--- src/rtl/sys_bus_fabric_if.sv ---
// CPU-side and slave-side signal bundle for sys_bus_fabric.
interface sys_bus_fabric_if #(
  parameter int AW       = 32,
  parameter int N_SLAVES = 4
);
  logic [AW-1:0]          m_addr;
  logic [31:0]            m_wdata;
  logic                   m_read;
  logic [1:0]             m_write;
  logic [31:0]            m_rdata;
  logic                   m_ready;
  logic                   m_err;
  logic [AW-1:0]          err_addr;

  logic [N_SLAVES-1:0]    s_sel;
  logic [AW-1:0]          s_addr;
  logic [31:0]            s_wdata;
  logic                   s_read;
  logic                   s_we;
  logic [3:0]             s_be;
  logic [N_SLAVES*32-1:0] s_rdata;
  logic [N_SLAVES-1:0]    s_ready;

  modport fabric (
    input  m_addr, m_wdata, m_read, m_write,
    output m_rdata, m_ready, m_err, err_addr,
    output s_sel, s_addr, s_wdata, s_read, s_we, s_be,
    input  s_rdata, s_ready
  );

  modport master (
    output m_addr, m_wdata, m_read, m_write,
    input  m_rdata, m_ready, m_err, err_addr
  );

  modport slave (
    input  s_sel, s_addr, s_wdata, s_read, s_we, s_be,
    output s_rdata, s_ready
  );
endinterface

--- src/rtl/sys_bus_fabric.sv ---
// Single-master, N-slave bus fabric: registered request, address decode, byte enables, ready wait.
// Optional ACCESS wait timeout enabled by defining BUS_TIMEOUT_EN.
module sys_bus_fabric #(
  parameter int          AW       = 32,
  parameter int          N_SLAVES = 4,
  parameter int          SEL_BITS = 2,
  parameter int          TIMEOUT  = 16,
  parameter logic [31:0] ERR_DATA = 32'hDEADBEEF
) (
  input logic              clk,
  input logic              rst,
  sys_bus_fabric_if.fabric bus
);

  localparam logic [1:0] ST_IDLE   = 2'd0;
  localparam logic [1:0] ST_ACCESS = 2'd1;
  localparam logic [1:0] ST_RESP   = 2'd2;

  localparam logic [SEL_BITS:0] IDX_LIMIT = (SEL_BITS + 1)'(N_SLAVES);

  if ((1 << SEL_BITS) < N_SLAVES || TIMEOUT < 2) begin : g_bad_cfg
    $error("sys_bus_fabric: invalid parameter combination");
  end

  logic [1:0]          state_q, state_d;
  logic [N_SLAVES-1:0] sel_q, sel_d;
  logic [AW-1:0]       addr_q, addr_d;
  logic [AW-1:0]       err_addr_q, err_addr_d;
  logic [31:0]         wdata_q, wdata_d;
  logic [31:0]         rdata_q, rdata_d;
  logic                read_q, read_d;
  logic                we_q, we_d;
  logic                ready_q, ready_d;
  logic                err_q, err_d;
  logic [3:0]          be_q, be_d;

`ifdef BUS_TIMEOUT_EN
  localparam int             CNT_W   = $clog2(TIMEOUT);
  localparam logic [CNT_W-1:0] CNT_MAX = CNT_W'(TIMEOUT - 1);
  logic [CNT_W-1:0] cnt_q, cnt_d;
`endif

  logic                req_vld;
  logic                req_wr;
  logic [1:0]          req_size;
  logic [SEL_BITS-1:0] req_idx;
  logic                dec_err;
  logic                mis_err;
  logic [3:0]          req_be;
  logic [31:0]         req_wdata;
  logic                slv_rdy;
  logic [31:0]         slv_rdata;

  // A write takes precedence over a simultaneous read; reads are always word-sized.
  always_comb begin
    req_wr   = (bus.m_write != 2'b00);
    req_vld  = req_wr | bus.m_read;
    req_size = req_wr ? bus.m_write : 2'b11;
    req_idx  = bus.m_addr[AW-1 -: SEL_BITS];
    dec_err  = ({1'b0, req_idx} >= IDX_LIMIT);
    mis_err  = ((req_size == 2'b10) && bus.m_addr[0]) ||
               ((req_size == 2'b11) && (bus.m_addr[1:0] != 2'b00));
    case (req_size)
      2'b01: begin
        req_be    = 4'b0001 << bus.m_addr[1:0];
        req_wdata = {4{bus.m_wdata[7:0]}};
      end
      2'b10: begin
        req_be    = 4'b0011 << bus.m_addr[1:0];
        req_wdata = {2{bus.m_wdata[15:0]}};
      end
      default: begin
        req_be    = 4'b1111;
        req_wdata = bus.m_wdata;
      end
    endcase
  end

  always_comb begin
    slv_rdy   = |(bus.s_ready & sel_q);
    slv_rdata = '0;
    for (int i = 0; i < N_SLAVES; i++) begin
      if (sel_q[i]) slv_rdata = bus.s_rdata[i*32 +: 32];
    end
  end

  always_comb begin
    state_d    = state_q;
    sel_d      = sel_q;
    addr_d     = addr_q;
    wdata_d    = wdata_q;
    read_d     = read_q;
    we_d       = we_q;
    be_d       = be_q;
    rdata_d    = rdata_q;
    err_addr_d = err_addr_q;
    ready_d    = 1'b0;
    err_d      = 1'b0;
`ifdef BUS_TIMEOUT_EN
    cnt_d      = cnt_q;
`endif
    case (state_q)
      ST_IDLE: begin
        if (req_vld) begin
          if (dec_err || mis_err) begin
            state_d    = ST_RESP;
            ready_d    = 1'b1;
            err_d      = 1'b1;
            rdata_d    = ERR_DATA;
            err_addr_d = bus.m_addr;
          end else begin
            state_d = ST_ACCESS;
            sel_d   = N_SLAVES'(1) << req_idx;
            addr_d  = bus.m_addr;
            wdata_d = req_wdata;
            be_d    = req_be;
            read_d  = ~req_wr;
            we_d    = req_wr;
`ifdef BUS_TIMEOUT_EN
            cnt_d   = '0;
`endif
          end
        end
      end
      ST_ACCESS: begin
        if (slv_rdy) begin
          state_d = ST_RESP;
          ready_d = 1'b1;
          rdata_d = read_q ? slv_rdata : 32'h0;
          sel_d   = '0;
          read_d  = 1'b0;
          we_d    = 1'b0;
        end
`ifdef BUS_TIMEOUT_EN
        // A ready in the final counted cycle is taken by the branch above.
        else if (cnt_q == CNT_MAX) begin
          state_d    = ST_RESP;
          ready_d    = 1'b1;
          err_d      = 1'b1;
          rdata_d    = ERR_DATA;
          err_addr_d = addr_q;
          sel_d      = '0;
          read_d     = 1'b0;
          we_d       = 1'b0;
        end else begin
          cnt_d = cnt_q + 1'b1;
        end
`endif
      end
      ST_RESP: state_d = ST_IDLE;
      default: state_d = ST_IDLE;
    endcase
  end

  always_ff @(posedge clk) begin
    if (rst) begin
      state_q    <= ST_IDLE;
      sel_q      <= '0;
      addr_q     <= '0;
      wdata_q    <= '0;
      read_q     <= 1'b0;
      we_q       <= 1'b0;
      be_q       <= '0;
      rdata_q    <= '0;
      err_addr_q <= '0;
      ready_q    <= 1'b0;
      err_q      <= 1'b0;
`ifdef BUS_TIMEOUT_EN
      cnt_q      <= '0;
`endif
    end else begin
      state_q    <= state_d;
      sel_q      <= sel_d;
      addr_q     <= addr_d;
      wdata_q    <= wdata_d;
      read_q     <= read_d;
      we_q       <= we_d;
      be_q       <= be_d;
      rdata_q    <= rdata_d;
      err_addr_q <= err_addr_d;
      ready_q    <= ready_d;
      err_q      <= err_d;
`ifdef BUS_TIMEOUT_EN
      cnt_q      <= cnt_d;
`endif
    end
  end

  assign bus.m_rdata  = rdata_q;
  assign bus.m_ready  = ready_q;
  assign bus.m_err    = err_q;
  assign bus.err_addr = err_addr_q;
  assign bus.s_sel    = sel_q;
  assign bus.s_addr   = addr_q;
  assign bus.s_wdata  = wdata_q;
  assign bus.s_read   = read_q;
  assign bus.s_we     = we_q;
  assign bus.s_be     = be_q;

endmodule
--- src/flat_wrapper.sv ---
// flat-port wrapper written by rule: the top's interface ports become plain ports
module sys_bus_fabric_flat 
#(
  parameter int          AW       = 32,
  parameter int          N_SLAVES = 4,
  parameter int          SEL_BITS = 2,
  parameter int          TIMEOUT  = 16,
  parameter logic [31:0] ERR_DATA = 32'hDEADBEEF
)
  (clk, rst, bus_m_addr, bus_m_wdata, bus_m_read, bus_m_write, bus_m_rdata, bus_m_ready, bus_m_err, bus_err_addr, bus_s_sel, bus_s_addr, bus_s_wdata, bus_s_read, bus_s_we, bus_s_be, bus_s_rdata, bus_s_ready);
  sys_bus_fabric_if #(.AW(AW), .N_SLAVES(N_SLAVES)) bus_i ();
  input logic clk;
  input logic rst;
  input wire logic [$bits(bus_i.m_addr)-1:0] bus_m_addr;
  input wire logic [$bits(bus_i.m_wdata)-1:0] bus_m_wdata;
  input wire logic [$bits(bus_i.m_read)-1:0] bus_m_read;
  input wire logic [$bits(bus_i.m_write)-1:0] bus_m_write;
  output wire logic [$bits(bus_i.m_rdata)-1:0] bus_m_rdata;
  output wire logic [$bits(bus_i.m_ready)-1:0] bus_m_ready;
  output wire logic [$bits(bus_i.m_err)-1:0] bus_m_err;
  output wire logic [$bits(bus_i.err_addr)-1:0] bus_err_addr;
  output wire logic [$bits(bus_i.s_sel)-1:0] bus_s_sel;
  output wire logic [$bits(bus_i.s_addr)-1:0] bus_s_addr;
  output wire logic [$bits(bus_i.s_wdata)-1:0] bus_s_wdata;
  output wire logic [$bits(bus_i.s_read)-1:0] bus_s_read;
  output wire logic [$bits(bus_i.s_we)-1:0] bus_s_we;
  output wire logic [$bits(bus_i.s_be)-1:0] bus_s_be;
  input wire logic [$bits(bus_i.s_rdata)-1:0] bus_s_rdata;
  input wire logic [$bits(bus_i.s_ready)-1:0] bus_s_ready;
  assign bus_i.m_addr = bus_m_addr;
  assign bus_i.m_wdata = bus_m_wdata;
  assign bus_i.m_read = bus_m_read;
  assign bus_i.m_write = bus_m_write;
  assign bus_m_rdata = bus_i.m_rdata;
  assign bus_m_ready = bus_i.m_ready;
  assign bus_m_err = bus_i.m_err;
  assign bus_err_addr = bus_i.err_addr;
  assign bus_s_sel = bus_i.s_sel;
  assign bus_s_addr = bus_i.s_addr;
  assign bus_s_wdata = bus_i.s_wdata;
  assign bus_s_read = bus_i.s_read;
  assign bus_s_we = bus_i.s_we;
  assign bus_s_be = bus_i.s_be;
  assign bus_i.s_rdata = bus_s_rdata;
  assign bus_i.s_ready = bus_s_ready;
  sys_bus_fabric #(.AW(AW), .N_SLAVES(N_SLAVES), .SEL_BITS(SEL_BITS), .TIMEOUT(TIMEOUT), .ERR_DATA(ERR_DATA)) u_core (.clk(clk), .rst(rst), .bus(bus_i));
endmodule
--- config.mk ---
export PLATFORM = sky130hd
export DESIGN_NAME = sys_bus_fabric_flat
export DESIGN_NICKNAME = d
export VERILOG_FILES = /design/src/rtl/sys_bus_fabric_if.sv /design/src/rtl/sys_bus_fabric.sv /design/src/flat_wrapper.sv
export SDC_FILE = /design/constraint.sdc
export NUM_CORES = 1
export LEC_CHECK = 0
export CORE_MARGIN = 5
export CORE_UTILIZATION = 25
export DETAILED_ROUTE_END_ITERATION = 8
export PLACE_DENSITY = 0.58
export SYNTH_ARGS = -nofsm -noshare
export SYNTH_HDL_FRONTEND = slang
export SYNTH_SLANG_ARGS = --single-unit
--- constraint.sdc ---
create_clock -name clk -period 2.05 [get_ports clk]
set_input_delay 0.41 -clock clk [delete_from_list [all_inputs] [get_ports clk]]
set_output_delay 0.41 -clock clk [all_outputs]
set_load 0.03 [all_outputs]
# Word level (Yosys, flattened, before mapping)
# Index checks and enable logic that the tools add are counted.
# W data, S select, Z words.
# totals
n_memories,0
ramBits,0
rom_bits,0
regBits,142
latchBits,0
inputBits,201
# op_classes
n_lt_le_gt_ge,0
shift,3
multipliers,0
n_eq_ne,8
n_addsub,0
n_bitwise,5
n_reduce_logical,14
div_mod_pow,0
muxes,31
# op_table
operator,count
$mux W32,8
$pmux W32 S2,2
$pmux W4 S2,2
$mux W4,3
$mux W1,8
$mux W2,4
$reduce_and A4 Y1,2
$shl A1 B2 Y4 const A,2
$ne A2 B1 Y1 const B,3
$pmux W1 S2,3
$reduce_and A3 Y1,2
$reduce_bool A2 Y1,3
$and A4 B4 Y4,1
$eq A2 B1 Y1 const B,2
$eq A2 B2 Y1 const B,2
$pmux W2 S2,1
$reduce_or A4 Y1,1
$shl A2 B2 Y4 const A,1
$not A1 Y1,3
$logic_and A1 B1 Y1,2
$logic_not A2 Y1,1
$ne A2 B2 Y1 const B,1
$reduce_and A2 Y1,1
$reduce_or A2 Y1,1
other kinds (2),2

# Depth between registers and ports, before layout
# depth
word_depth,8
depth_mapped,8
depth_no_buf,6

# Least setup slack after synthesis
# OpenSTA, ideal clock, no wires.
# synth_timing
path_type,input-to-reg
start,input bus_m_write[0]
end,"register u_core.wdata_q[16], in the netlist u_core.bus.s_wdata[16]"
arrival_time_ns,1.795
required_ns,1.928
stages,7
slack_ns,0.133
setup_ns,0.122
path_buffers,1
path_cell_list,inv_1 > ha_1 > nor2b_2 > o2111a_1 > nor2_2 > buf_4 > a221o_1
# synth_via
elab_chain_len,7
elab_cells_between_ends,12
# synth_lines
item,line_no,text
from (decl),flat_wrapper.sv:17,input wire logic [$bits(bus_i.m_write)-1:0] bus_m_write;
$reduce_bool A2 Y1,sys_bus_fabric.sv:56,req_wr = (bus.m_write != 2'b00);
$mux W2,sys_bus_fabric.sv:58,req_size = req_wr ? bus.m_write : 2'b11;
"$eq A2 B2 Y1, on equally long branches","sys_bus_fabric.sv:61, sys_bus_fabric.sv:63, sys_bus_fabric.sv:62",
"$logic_and A1 B1 Y1, on equally long branches","sys_bus_fabric.sv:61, sys_bus_fabric.sv:62",
$logic_or A1 B1 Y1,sys_bus_fabric.sv:61,mis_err = ((req_size == 2'b10) && bus.m_addr[0]) ||
$not A1 Y1 (no source line),-,
$reduce_and A3 Y1 (no source line),-,
to (signal assigned),sys_bus_fabric.sv:175,wdata_q <= wdata_d;
to (decl),sys_bus_fabric.sv:29,"logic [31:0] wdata_q, wdata_d;"
# Parallel ways exist; a longest one is shown, timed or not.
# A chain may end at the register's enable or synchronous reset.

# Worst setup path in the final report
# layout_timing
start,"register u_core.rdata_q[11], in the netlist u_core.bus.m_rdata[11]"
end,output bus_m_rdata[11]
# layout_lines
item,line_no,text
from (decl),sys_bus_fabric.sv:30,"logic [31:0] rdata_q, rdata_d;"
from (signal assigned),sys_bus_fabric.sv:179,rdata_q <= rdata_d;
to (decl),flat_wrapper.sv:18,output wire logic [$bits(bus_i.m_rdata)-1:0] bus_m_rdata;
# No word-level cell between the ends.

==> results summary <==
The flow ran to the end, and the final reports show no timing, DRC or antenna violations. The final-report setup violation count is 0. In this run the vertical extent of the chip is 170 um. Static timing analysis puts the maximum clock frequency at 520 MHz. The required time of the critical path came out at 1.64 ns. The total core area came out at 0.0251 mm2. The synthesis warning total came out at 0. Of the total synthesized cell area, the portion taken by AND, OR, NAND and NOR gates is 0.178. The fraction of the mapped netlist area in compound gates is 0.298.

The clock skew is 0.00904 ns. Measured on the finished design, the core utilization comes to 0.437. The detailed placement HPWL is 20.1 mm. The area added between synthesis and finish is 72.4%. Together, buffers and inverters on the worst path number 1. The max-slew violation total from the final report is 0. The post-synthesis cell area is 0.00636 mm2. The clock buffer count from CTS is 17. The worst slack at placement is -0.453 ns. The filler cell count in the final layout is 2550.

Setup repair after global routing left no endpoint under its margin. The category of the worst setup path capture point is an output pin. The clock input transition at the sequential cells of the worst setup and hold paths came out at 0.06 ns.

Along the worst path, the maximum fanout reaches 2. The remaining max-slew budget at the tightest pin came out at 0.514. The arithmetic-cell share of the synthesized area counting full adders, half adders and majority gates came out at 0.00590. The overall power consumption is 9000 uW. Entering global routing, the biggest net connects 59 pins.

Walking the worst path, the cells encountered are clkdlybuf4s50_1. The H-tree level count came out at 4. By area, the combinational part of the netlist is dominated by compound AO/OA/AOI/OAI gates. The remaining design rule violation count came out at 0. The antenna cell count came out at 0. TritonCTS built the clock tree. The first detailed-routing pass took 6 iterations. The worst slack on hold paths came out at 0.454 ns. The maximum buffer depth of the clock tree came out at 2. The number of synthesized register bits came out at 142. The per-cell routed wire length came out at 19.2 um.

The CTS sink count is 142. The floorplan row count is 58. The initial DRC count is 388. The number of global-route vias before repair came to 7053. The number of buffers inserted for hold repair after clock tree synthesis came out at 0. The setup slack of the critical path after layout is 0.127 ns.

The post-detailed-route count of antenna-violating nets is 0. The buffer count from post-CTS setup fixing is 0. The aggregate global routing overflow is 0. In this design, the stage delay of the slowest critical-path cell is 0.71 ns. The post-synthesis area per instance came out at 8.70 um2. The transition time of the tightest slew-check pin came out at 0.729 ns.

For this design, the slowest cell found on the critical path is sky130_fd_sc_hd__clkdlybuf4s50_1. The via count of the routed design came out at 6969. The number of unique standard cell types used by synthesis came out at 48. The number of I/O pins is 341. The number of nets in the synthesized netlist is 936. The critical path start-end classification is reg2out.

The root buffer cell is sky130_fd_sc_hd__clkbuf_16. The final weighted congestion of routability-driven global placement came out at 0.783. The layout net count is 1267. After layout, the minimum clock period comes to 1.92 ns. The number of hold-slack violations in the final timing report came out at 0. Across the run, the number of max-cap violations was 0. At the later pin of the worst-skew pair, clock insertion delay measures 0.42 ns. The register area share after synthesis came out at 0.447. The share of layout cells above drive strength 1 came out at 0.0939.

The fraction of the cycle the final worst path needs is 0.938. The number of antenna violations at the first check in global routing is 1. The XOR/XNOR share of the synthesized area came out at 0.

STA classifies the critical path startpoint as a flip-flop. The standby leakage power is 0.00392 uW. The cell count after synthesis came out at 732. The total of buffers placed on input and output ports is 340. The initial core utilization is 0.253. Grouping stages by cell kind, the critical path spends the most delay in buffers and inverters. The detailed-route vias per instance is 4.96. The first global-routing pass estimated 40.7 mm of wire. The die covers 0.0288 mm2. The global-route total usage across every layer is 0.181. Wires add up to 27.0 mm. For the final routed database, the setup TNS stands at 0 ns. Data on the critical path arrives at its endpoint at 1.51 ns.

The path class of the tightest hold or removal check is reg2reg. The floorplan die width is 170 um. The mux share of post-synthesis cell area is 0.0126. IR analysis of the VDD net gives a maximum drop of 446 uV. Power spread over the standard cell area amounts to 820 mW/mm2.
[through the flow]
stage	area, um2	std cells
6_report	11000	1406
3_5_place_dp	10400	1374
3_3_place_gp	10400	1374
4_1_cts	10900	1406
5_1_grt	11000	1406
2_1_floorplan	6360	732
[power breakdown]
part	switching [uW]	internal, uW
sequential	163	3050
clock	1270	1590
combinational	1590	1330
[cell usage in the layout, fill, tap and decap left out, drive strengths merged, types with 15 or more instances in the layout]
cell type and count:
nand3 35, nor2 15, o21ai 38, clkbuf 20, dfxtp 142, a21oi 98, o22ai 17, nand2 90
buf 50, nand2b 49, a32oi 25, clkdlybuf4s50 333, a221o 51
[logic make-up after synthesis]
logic type	after synthesis
muxes	8
AOI/OAI and AO/OA	271
buffers and inverters	85
adders and majority gates	3
and+or+nand+nor	223
DFF	142
[synth_stat cells (all sizes together)]
cell type,number,area [um2]
or2,1,6.26
and3,1,6.26
nor2b,7,46.3
nand2,90,338
a221oi,7,61.3
o2111a,1,11.3
buf,29,168
mux2i,8,80.1
a22o,2,17.5
o21ai,38,198
a311oi,4,35.0
o31ai,2,15.0
dfxtp,142,2840
o21bai,1,7.51
clkbuf,46,173
ha,3,37.5
and4b,1,10.0
inv,10,37.5
o21a,2,15.0
a22oi,8,60.1
a32oi,25,219
o211ai,5,37.5
a211oi,2,25.0
a21oi,98,502
o22ai,17,106
nor2,15,58.8
a221o,51,510
or4b,1,10.0
or3,1,6.26
and2,8,50.1
nand3,35,175
nand2b,49,307
and2b,4,30.0
nor3,4,36.3
nor3b,1,7.51
nand4b,4,35.0
o2111ai,8,76.3
or4,1,7.51
[routing by layer]
layer	vias to the layer above	track usage	wire [um]
met1	3261	0.204	10400
li1	3372	-	-
met5	-	0	13
met3	41	0.0664	2620
met2	293	0.314	13300
met4	2	0.0644	688
[flip-flops by register name (all words and copies together) (netlist names)]
register and count:
u_core.bus.s_wdata 32, u_core.bus.m_rdata 32, u_core.state_q 2, u_core.bus.err_addr 32, u_core.bus.s_read 1, u_core.bus.s_we 1, u_core.bus.s_be 4, u_core.bus.m_err 1
u_core.bus.s_addr 32, u_core.bus.m_ready 1, u_core.bus.s_sel 4
[layout make-up]
cell class | instances | area, um2 | area share
clock buffers | 20 | 447 | 0.0407
clock inverters | 12 | 90.1 | 0.00821
inverters | 10 | 37.5 | 0.00342
multi-input cells | 505 | 3210 | 0.292
flip-flops and latches | 142 | 2840 | 0.259
well taps | 330 | 413 | 0.0376
repair buffers | 387 | 3930 | 0.359
[timing repair]
item | 4_1_cts | 5_1_grt
pin swaps | 0 | 2
setup endpoints to repair | 5 | 109
resized for setup | 3 | 11
[worst paths after layout]
path / from / to / slack, ns / cells past startpoint
max: u_core.bus.m_rdata[11]$_SDFFE_PP0P_ / bus_m_rdata[11] / 0.13 / 1
min: u_core.bus.s_addr[18]$_SDFFE_PP0P_ / u_core.bus.s_addr[18]$_SDFFE_PP0P_ / 0.45 / 2
max reg2reg: u_core.bus.s_sel[3]$_SDFFE_PP0P_ / u_core.bus.m_rdata[3]$_SDFFE_PP0P_ / 0.36 / 3
min reg2reg: u_core.bus.s_addr[18]$_SDFFE_PP0P_ / u_core.bus.s_addr[18]$_SDFFE_PP0P_ / 0.45 / 2
Note: power is estimated with default switching activity, not from simulation.
